### config.mk
export PLATFORM = sky130hd
export DESIGN_NAME = float_mult_pipe
export DESIGN_NICKNAME = d
export VERILOG_FILES = /design/src/rtl/float_pkg.sv /design/src/rtl/float_round_norm.sv /design/src/rtl/float_mult_pipe.sv
export SDC_FILE = /design/constraint.sdc
export NUM_CORES = 1
export LEC_CHECK = 0
export CAP_MARGIN = 20
export CORE_ASPECT_RATIO = 1.2
export CORE_MARGIN = 5
export CORE_UTILIZATION = 56
export DETAILED_ROUTE_END_ITERATION = 7
export PLACE_DENSITY_LB_ADDON = 0.1
export SKIP_LAST_GASP = 1
export SLEW_MARGIN = 15
export SYNTH_ARGS = -nofsm -noshare
export SYNTH_HDL_FRONTEND = slang
export SYNTH_SLANG_ARGS = --single-unit
### constraint.sdc
create_clock -name clk -period 3.81 [get_ports clk]
set_input_delay 1.143 -clock clk [delete_from_list [all_inputs] [get_ports clk]]
set_output_delay 1.143 -clock clk [all_outputs]
set_load 0.05 [all_outputs]
### src/rtl/float_pkg.sv
`default_nettype none
// ============================================================================
//  Module      : float_pkg
//  Description : Shared definitions for the minifloat datapath blocks.
//                Contains the default format (E3M4, bias 4), the word-width
//                helper, field-slice positions of the default word and the
//                rounding/saturation mode constants.
//  Revision    : 1.0 - initial release
// ============================================================================
package float_pkg;

    // Default format: {sign, EXP_W exponent, MAN_W fraction}
    localparam int DEF_EXP_W = 3;
    localparam int DEF_MAN_W = 4;
    localparam int DEF_BIAS  = 4;

    // Total word width for a given exponent/fraction split
    function automatic int word_w(input int exp_w, input int man_w);
        return 1 + exp_w + man_w;
    endfunction

    localparam int DEF_W = word_w(DEF_EXP_W, DEF_MAN_W);

    // Field slices of the default word
    localparam int DEF_SIGN_BIT = DEF_W - 1;
    localparam int DEF_EXP_MSB  = DEF_W - 2;
    localparam int DEF_EXP_LSB  = DEF_MAN_W;
    localparam int DEF_MAN_MSB  = DEF_MAN_W - 1;

    // Rounding modes
    localparam bit RND_TRUNC = 1'b0;
    localparam bit RND_RNE   = 1'b1;

    // Overflow handling modes
    localparam bit SAT_ZERO  = 1'b0;
    localparam bit SAT_MAX   = 1'b1;

endpackage : float_pkg
`default_nettype wire

### src/rtl/float_round_norm.sv
`default_nettype none
// ============================================================================
//  Module      : float_round_norm
//  Description : Combinational normalise / round / pack stage for minifloat
//                results. Takes the raw 2*MAN_W+2 bit mantissa product, the
//                biased exponent sum, sign and zero flag and produces the
//                packed word plus overflow / underflow flags.
//  Ports       : prod      in  raw mantissa product {1.f1}*{1.f2}
//                esum      in  signed biased exponent sum (EXP_W+2 bits)
//                sign      in  result sign
//                zero      in  either operand was zero
//                num       out packed result word
//                overflow  out exponent above maximum
//                underflow out nonzero result with negative exponent
//  Revision    : 1.0 - initial release
// ============================================================================
module float_round_norm
    import float_pkg::*;
#(
    parameter int EXP_W  = DEF_EXP_W,
    parameter int MAN_W  = DEF_MAN_W,
    parameter bit SAT_EN = SAT_MAX,
    parameter bit RND_EN = RND_RNE
) (
    input  logic [2*MAN_W+1:0]          prod,
    input  logic signed [EXP_W+1:0]     esum,
    input  logic                        sign,
    input  logic                        zero,
    output logic [EXP_W+MAN_W:0]        num,
    output logic                        overflow,
    output logic                        underflow
);

    localparam int M  = MAN_W;
    localparam int PW = 2 * MAN_W + 2;
    localparam int W  = word_w(EXP_W, MAN_W);
    // One extra bit over the exponent sum so the +1 from normalisation and
    // the +1 from rounding carry can never wrap.
    localparam int XW = EXP_W + 3;
    localparam logic [XW-2:0] c_EXP_MAX = (XW-1)'((1 << EXP_W) - 1);

    logic            w_msb;
    logic [PW-2:0]   w_norm;
    logic [M-1:0]    w_frac;
    logic            w_guard;
    logic            w_sticky;
    logic            w_inc;
    logic [M:0]      w_frac_sum;
    logic [XW-1:0]   w_exp_n;
    logic [XW-1:0]   w_exp_r;

    // Product is in [1,4): shift left by one when the top bit is clear so the
    // hidden one always sits at w_norm's (dropped) msb position.
    assign w_msb    = prod[PW-1];
    assign w_norm   = w_msb ? prod[PW-2:0] : {prod[PW-3:0], 1'b0};
    assign w_frac   = w_norm[2*M:M+1];
    assign w_guard  = w_norm[M];
    assign w_sticky = |w_norm[M-1:0];

    assign w_inc      = (RND_EN == RND_RNE) & w_guard & (w_sticky | w_frac[0]);
    assign w_frac_sum = {1'b0, w_frac} + {{M{1'b0}}, w_inc};

    // A carry out of the fraction leaves the fraction bits all zero, which is
    // exactly 1.0 at the next exponent.
    assign w_exp_n = {esum[EXP_W+1], esum} + {{(XW-1){1'b0}}, w_msb};
    assign w_exp_r = w_exp_n + {{(XW-1){1'b0}}, w_frac_sum[M]};

    assign overflow  = ~zero & ~w_exp_r[XW-1] & (w_exp_r[XW-2:0] > c_EXP_MAX);
    assign underflow = ~zero &  w_exp_r[XW-1];

    always_comb begin
        num = {sign, w_exp_r[EXP_W-1:0], w_frac_sum[M-1:0]};
        if (zero) begin
            num = '0;
        end else if (overflow) begin
            num = (SAT_EN == SAT_MAX) ? {sign, {(W-1){1'b1}}} : '0;
        end else if (underflow) begin
            num = '0;
        end
    end

endmodule : float_round_norm
`default_nettype wire

### src/rtl/float_mult_pipe.sv
`default_nettype none
// ============================================================================
//  Module      : float_mult_pipe
//  Description : Three-stage pipelined minifloat multiplier with valid/ready
//                flow control, round-to-nearest-even and saturation.
//                S1 registers operand fields, S2 forms the mantissa product,
//                S3 normalises/rounds/packs into the output register.
//  Ports       : clk, rst        clock / synchronous active-high reset
//                iValid, oReady  input handshake
//                iNum1, iNum2    operands {s, e, f}
//                oValid, iReady  output handshake
//                oNum            product
//                overflow        result exponent too large (with oValid)
//                underflow       nonzero result exponent < 0 (with oValid)
//  Revision    : 1.0 - initial release
// ============================================================================
module float_mult_pipe
    import float_pkg::*;
#(
    parameter int EXP_W  = DEF_EXP_W,
    parameter int MAN_W  = DEF_MAN_W,
    parameter int BIAS   = DEF_BIAS,
    parameter bit SAT_EN = SAT_MAX,
    parameter bit RND_EN = RND_RNE
) (
    input  logic                         clk,
    input  logic                         rst,
    input  logic                         iValid,
    output logic                         oReady,
    input  logic [EXP_W+MAN_W:0]         iNum1,
    input  logic [EXP_W+MAN_W:0]         iNum2,
    output logic                         oValid,
    input  logic                         iReady,
    output logic [EXP_W+MAN_W:0]         oNum,
    output logic                         overflow,
    output logic                         underflow
);

    localparam int W  = word_w(EXP_W, MAN_W);
    localparam int M  = MAN_W;
    localparam int PW = 2 * MAN_W + 2;
    localparam int EW = EXP_W + 2;
    localparam logic [EW-1:0] c_BIAS = EW'(BIAS);

    // Whole pipeline moves as one: it only holds when the output register is
    // occupied and downstream refuses it.
    logic w_adv;
    assign w_adv  = ~oValid | iReady;
    assign oReady = w_adv;

    // ---------------- S1: operand fields ----------------
    logic                 r1_valid;
    logic                 r1_zero;
    logic                 r1_sign;
    logic signed [EW-1:0] r1_esum;
    logic [M:0]           r1_man_a;
    logic [M:0]           r1_man_b;

    logic [EW-1:0] w_esum;
    assign w_esum = {2'b00, iNum1[W-2:M]} + {2'b00, iNum2[W-2:M]} - c_BIAS;

    always_ff @(posedge clk) begin
        if (rst) begin
            r1_valid <= 1'b0;
            r1_zero  <= 1'b0;
            r1_sign  <= 1'b0;
            r1_esum  <= '0;
            r1_man_a <= '0;
            r1_man_b <= '0;
        end else if (w_adv) begin
            r1_valid <= iValid;
            r1_zero  <= (iNum1[W-2:0] == '0) | (iNum2[W-2:0] == '0);
            r1_sign  <= iNum1[W-1] ^ iNum2[W-1];
            r1_esum  <= w_esum;
            r1_man_a <= {1'b1, iNum1[M-1:0]};
            r1_man_b <= {1'b1, iNum2[M-1:0]};
        end
    end

    // ---------------- S2: mantissa product ----------------
    logic                 r2_valid;
    logic                 r2_zero;
    logic                 r2_sign;
    logic signed [EW-1:0] r2_esum;
    logic [PW-1:0]        r2_prod;

    logic [PW-1:0] w_prod;
    assign w_prod = PW'(r1_man_a) * PW'(r1_man_b);

    always_ff @(posedge clk) begin
        if (rst) begin
            r2_valid <= 1'b0;
            r2_zero  <= 1'b0;
            r2_sign  <= 1'b0;
            r2_esum  <= '0;
            r2_prod  <= '0;
        end else if (w_adv) begin
            r2_valid <= r1_valid;
            r2_zero  <= r1_zero;
            r2_sign  <= r1_sign;
            r2_esum  <= r1_esum;
            r2_prod  <= w_prod;
        end
    end

    // ---------------- S3: normalise, round, pack ----------------
    logic [W-1:0] w_num;
    logic         w_ovf;
    logic         w_unf;

    float_round_norm #(
        .EXP_W  (EXP_W),
        .MAN_W  (MAN_W),
        .SAT_EN (SAT_EN),
        .RND_EN (RND_EN)
    ) u_round_norm (
        .prod      (r2_prod),
        .esum      (r2_esum),
        .sign      (r2_sign),
        .zero      (r2_zero),
        .num       (w_num),
        .overflow  (w_ovf),
        .underflow (w_unf)
    );

    always_ff @(posedge clk) begin
        if (rst) begin
            oValid    <= 1'b0;
            oNum      <= '0;
            overflow  <= 1'b0;
            underflow <= 1'b0;
        end else if (w_adv) begin
            oValid    <= r2_valid;
            oNum      <= w_num;
            overflow  <= w_ovf & r2_valid;
            underflow <= w_unf & r2_valid;
        end
    end

endmodule : float_mult_pipe
`default_nettype wire

Word-level counts from Yosys, hierarchy flattened:

Index checks and enable logic that the tools add are counted.

* add/sub/neg operators: 5
* multipliers: 1
* order comparisons: 1
* mux-type cells: 4
* bitwise gates (word level): 13
* reduce and logical (&&, ||, !) cells: 3

Operators with widths (number)
* two-way mux 8 bit: 3
* zero test 7 bit: 2
* multiplier 5 x 5 -> 10 bit: 1
* two-way mux 9 bit: 1
* adder 5 x 2 -> 6 bit: 1
* adder 6 x 1 -> 6 bit: 1
* AND 1 bit: 6
* adder 4 x 1 -> 5 bit: 1
* greater-than comparator 5 x 3 -> 1 bit (second input constant): 1
* subtractor 4 x 3 -> 5 bit (second input constant): 1
* adder 3 x 3 -> 4 bit: 1
* OR reduction 4 bit: 1
* inverter 1 bit: 3
* bitwise OR 1 bit: 3
* bitwise XOR 1 bit: 1

* register bits after elaboration: 47
* bits of input ports: 20
* output and inout bits: 12
* word-level logic and storage cells: 42

Logic depth before layout (Yosys ltp):

* word-level depth: 11
* mapped depth: 13
* gate-level depth less buffers: 12

By module:

Synthesis repeated with hierarchy kept, for this count alone.

* cell total of the unflattened synthesis: 347
* area total of the unflattened synthesis: 2850.2 µm²

Modules (own cells, without submodules)
* float_mult_pipe: times used 1, cells an instance 297, area an instance 2497.4 µm², seq. area each 920.9 µm²
* float_round_norm: times used 1, cells an instance 50, area an instance 352.8 µm², seq. area each 0.0 µm²

Worst setup path after synthesis:

No wires, ideal clock.

* path type: reg-to-reg
* from: register r1_man_a[4]
* to: register r2_prod[9]
* setup time: 151 ps
* arrival time: 3294 ps
* required time: 3659 ps
* path slack: 366 ps
* cell stages (with the launch flop): 13
* path buffers: 1
* period minus slack after synthesis: 3444 ps
* cells stage by stage: dfxtp_1 -> clkbuf_1 -> nand2_1 -> fa_1 -> fa_1 -> fa_1 -> inv_1 -> ha_1 -> a211oi_1 -> o21ai_0 -> a31oi_1 -> mux2i_1 -> o31ai_1

* cells in the longest elaborated chain, start to end: 1

Ends and longest elaborated chain
* from (decl): line float_mult_pipe.sv:56 `logic [M:0] r1_man_a;`
* from (signal assigned): line float_mult_pipe.sv:75 `r1_man_a <= {1'b1, iNum1[M-1:0]};`
* multiplier 5 x 5 -> 10 bit: line float_mult_pipe.sv:88 `assign w_prod = PW'(r1_man_a) * PW'(r1_man_b);`
* to (signal assigned): line float_mult_pipe.sv:102 `r2_prod <= w_prod;`
* to (decl): line float_mult_pipe.sv:85 `logic [PW-1:0] r2_prod;`

Every way passes these cells.
A chain may end at the register's enable or synchronous reset.

Final worst setup path:

* from: register r1_man_a[0]
* to: register r2_prod[9]

Same word-level chain as after synthesis.

==> impl_metrics.tcl <==
set metrics [dict create \
    cts_tree "done" \
    placementRows 28 \
    reg2regPathDepth 11 \
    peakVddDrop_uv 222 \
    wl_per_cell_um 12.8 \
    clock_path_buffers 2 \
    grt_pass1_wl_um 9690 \
    num_antenna_cells 0 \
    fp.dieArea_sq_um 6560 \
    core_area_sq_um 4900 \
    grt_remaining_overflow 0 \
    vias_per_cell 5.45 \
    critical_path_class "reg -> reg" \
    cap_violations 0 \
    power_leakage_nw 1.40 \
    setup_viol 0 \
    fmax_mhz 294 \
    cts-root-buf "clkbuf_8" \
    post_cts_buffers 0 \
    rsz0062_at_grt "false" \
    pre_cts_ws_ns 0.406 \
    layout.nets 424 \
    synth_fp_nets 398 \
    start_util 0.574 \
    n_fill_cell 445 \
    wirelength_um 5500 \
    grt_use_total 0.188 \
    cp.arrival_ns 3.58 \
    status "finished, final reports clean" \
    die_h_um 87.7 \
    power_density_nw_per_um2 324 \
    relSlewSlack 0.663 \
    worstPathRequired_ns 3.99 \
    dr.pass1.iters 4 \
    finalInstanceArea_sq_um 3260 \
    fin_skew_ns 0.0118 \
    drv_slew 0 \
    placed_area_sq_um 3170 \
    yosysUniqueCellTypes 48 \
    dp_hpwl_um 4180 \
    hold_viol 0 \
    drc 0 \
    area_growth_pct 15.8 \
    syn_inst 342 \
    synth-seq-area-share 0.327 \
    cts_resized 0 \
    grt_pass1_vias 2256 \
    grt_max_degree 52 \
    die_w_um 74.8 \
    tightest_slew_ns 0.505 \
    min_period_ns 3.40 \
    start_kind "register" \
    htree_num_levels 2 \
    finalCritPeriodShare 0.893 \
    antenna_found_initial 0 \
    cts_buffers 5 \
    place_congestion 0.842 \
    drive_gt1_frac 0.0623 \
    path_max_fanout 6 \
    min_delay_path_depth 2 \
    syn_avg_cell_area_sq_um 8.24 \
    finalPower_mw 1.06 \
    setup_slack_ns 0.406 \
    hold_path_class "reg -> reg" \
    io_buffer_count 31 \
    io_pins 32 \
    post-route-util 0.665 \
    cp-end-kind "register" \
    ys_ff_latch 46 \
    finalSetupTns_ns 0 \
    drt_iter0_drc 163 \
    ant_nets 0 \
    clock_latency_ns 0.31 \
    cts_hold_buf 0 \
    synth.cell_area_sq_um 2820 \
    clk_pin_slew_worst_paths_ns 0.09 \
    yosysWarnings 0 \
    clock_sinks 46 \
    vias 2338 \
]
==> cell usage in the layout, fill, tap and decap left out, drive strengths merged, types with 3 or more instances in the layout <==
cell / n
a211oi: 5
a21oi: 35
a31oi: 4
and2: 12
buf: 5
clkbuf: 5
clkdlybuf4s50: 30
dfxtp: 46
fa: 11
ha: 25
inv: 25
nand2: 74
nand2b: 4
nand3: 5
nor2: 17
nor2b: 4
nor3: 10
nor4: 3
nor4b: 3
o21ai: 13
xnor2: 4
==> per-layer routing <==
layer  routed length (um)  global-route usage  vias up
met3                  226              0.0402        8
met2                 2530               0.316       36
met5                    0                   0        -
met4                   94              0.0647        0
met1                 2650               0.237     1082
li1                     -                   -     1212
==> through the flow <==
step	instances	hold slack (ns)
final	429	0.445
after CTS	429	0.453
after floorplan	342	0.432
after global routing	429	0.470
after detailed placement	421	0.444
after global placement	421	0.438
==> worst max-delay path, cell delays in order, from the launching register on <==
cell and delay, ns:
dfxtp_1 0.41, nand2_1 0.10, fa_1 0.51, fa_1 0.52, fa_1 0.54, inv_1 0.04
ha_1 0.22, a211oi_1 0.28, o21ai_0 0.14, a31oi_1 0.23, mux2i_1 0.21, o31ai_1 0.08
==> power by group <==
part	switching, mW	internal (mW)	total, mW
sequential	0.0279	0.513	0.541
combinational	0.116	0.0946	0.211
clock	0.174	0.131	0.305
total	0.318	0.738	1.06
==> area by class of cell <==
type / instances / area, sq um / area share
clock buffer: 5 / 68.8 / 0.0211
clock inverter: 3 / 23.8 / 0.00729
inverter: 24 / 90.1 / 0.0276
multi-input combinational: 256 / 1750 / 0.535
sequential: 46 / 921 / 0.282
tap: 60 / 75.1 / 0.0230
timing repair buffer: 35 / 338 / 0.104
==> path summary, 6_finish.rpt <==
kind	slack, ns	from	to
worst max-delay path	0.41	r1_man_a[0]$_SDFFE_PP0P_	r2_prod[9]$_SDFFE_PP0P_
worst min-delay path	0.44	r1_zero$_SDFFE_PP0P_	r2_zero$_SDFFE_PP0P_
worst max register to register	0.41	r1_man_a[0]$_SDFFE_PP0P_	r2_prod[9]$_SDFFE_PP0P_
worst min register to register	0.44	r1_zero$_SDFFE_PP0P_	r2_zero$_SDFFE_PP0P_
==> Yosys cell counts, drive strengths merged <==
| cell | instances | area [sq um] |
|---|---|---|
| nand4 | 1 | 6.26 |
| buf | 10 | 45.0 |
| a21bo | 1 | 10.0 |
| and3b | 1 | 8.76 |
| o41ai | 1 | 16.3 |
| and3 | 1 | 6.26 |
| a31oi | 4 | 25.0 |
| o21ai | 13 | 65.1 |
| fa | 11 | 220 |
| nor4 | 3 | 33.8 |
| and2 | 12 | 75.1 |
| and4 | 1 | 8.76 |
| a22oi | 2 | 15.0 |
| nor4b | 3 | 26.3 |
| xnor2 | 4 | 35.0 |
| nand2 | 74 | 278 |
| xor2 | 1 | 8.76 |
| dfxtp | 46 | 921 |
| nand3b | 1 | 20.0 |
| a211oi | 5 | 37.5 |
| nand4b | 2 | 17.5 |
| a21o | 1 | 7.51 |
| nor3 | 10 | 72.6 |
| clkbuf | 6 | 22.5 |
| nor2 | 17 | 63.8 |
| o311a | 1 | 10.0 |
| inv | 24 | 90.1 |
| ha | 25 | 313 |
| o211ai | 1 | 7.51 |
| mux2i | 1 | 10.0 |
| o21a | 2 | 15.0 |
| a32oi | 1 | 8.76 |
| nor3b | 2 | 20.0 |
| o31ai | 2 | 15.0 |
| nand3 | 5 | 25.0 |
| or3 | 1 | 6.26 |
| mux2 | 1 | 11.3 |
| nor2b | 4 | 25.0 |
| or4 | 1 | 7.51 |
| a21boi | 1 | 7.51 |
| nand2b | 4 | 25.0 |
| a21oi | 35 | 175 |
==> flip-flops by register name (all words and copies together) (netlist names) <==
signal / count
r1_man_b: 4
underflow: 1
oValid: 1
oNum: 8
r2_sign: 1
r1_man_a: 5
r2_valid: 1
r2_zero: 1
r1_valid: 1
overflow: 1
r2_esum: 5
r1_sign: 1
r1_zero: 1
r1_esum: 5
r2_prod: 10
==> kinds of logic after synthesis <==
family                     count (synthesis)  synth area share
DFF                                       46             0.327
buffers and inverters                     40            0.0559
AOI/OAI and AO/OA                         70             0.147
adders and majority gates                 36             0.189
and+or+nand+nor                          143             0.258
muxes                                      2           0.00755
xor gates and xnor gates                   5            0.0155
Note: power is estimated with default switching activity, not from simulation.
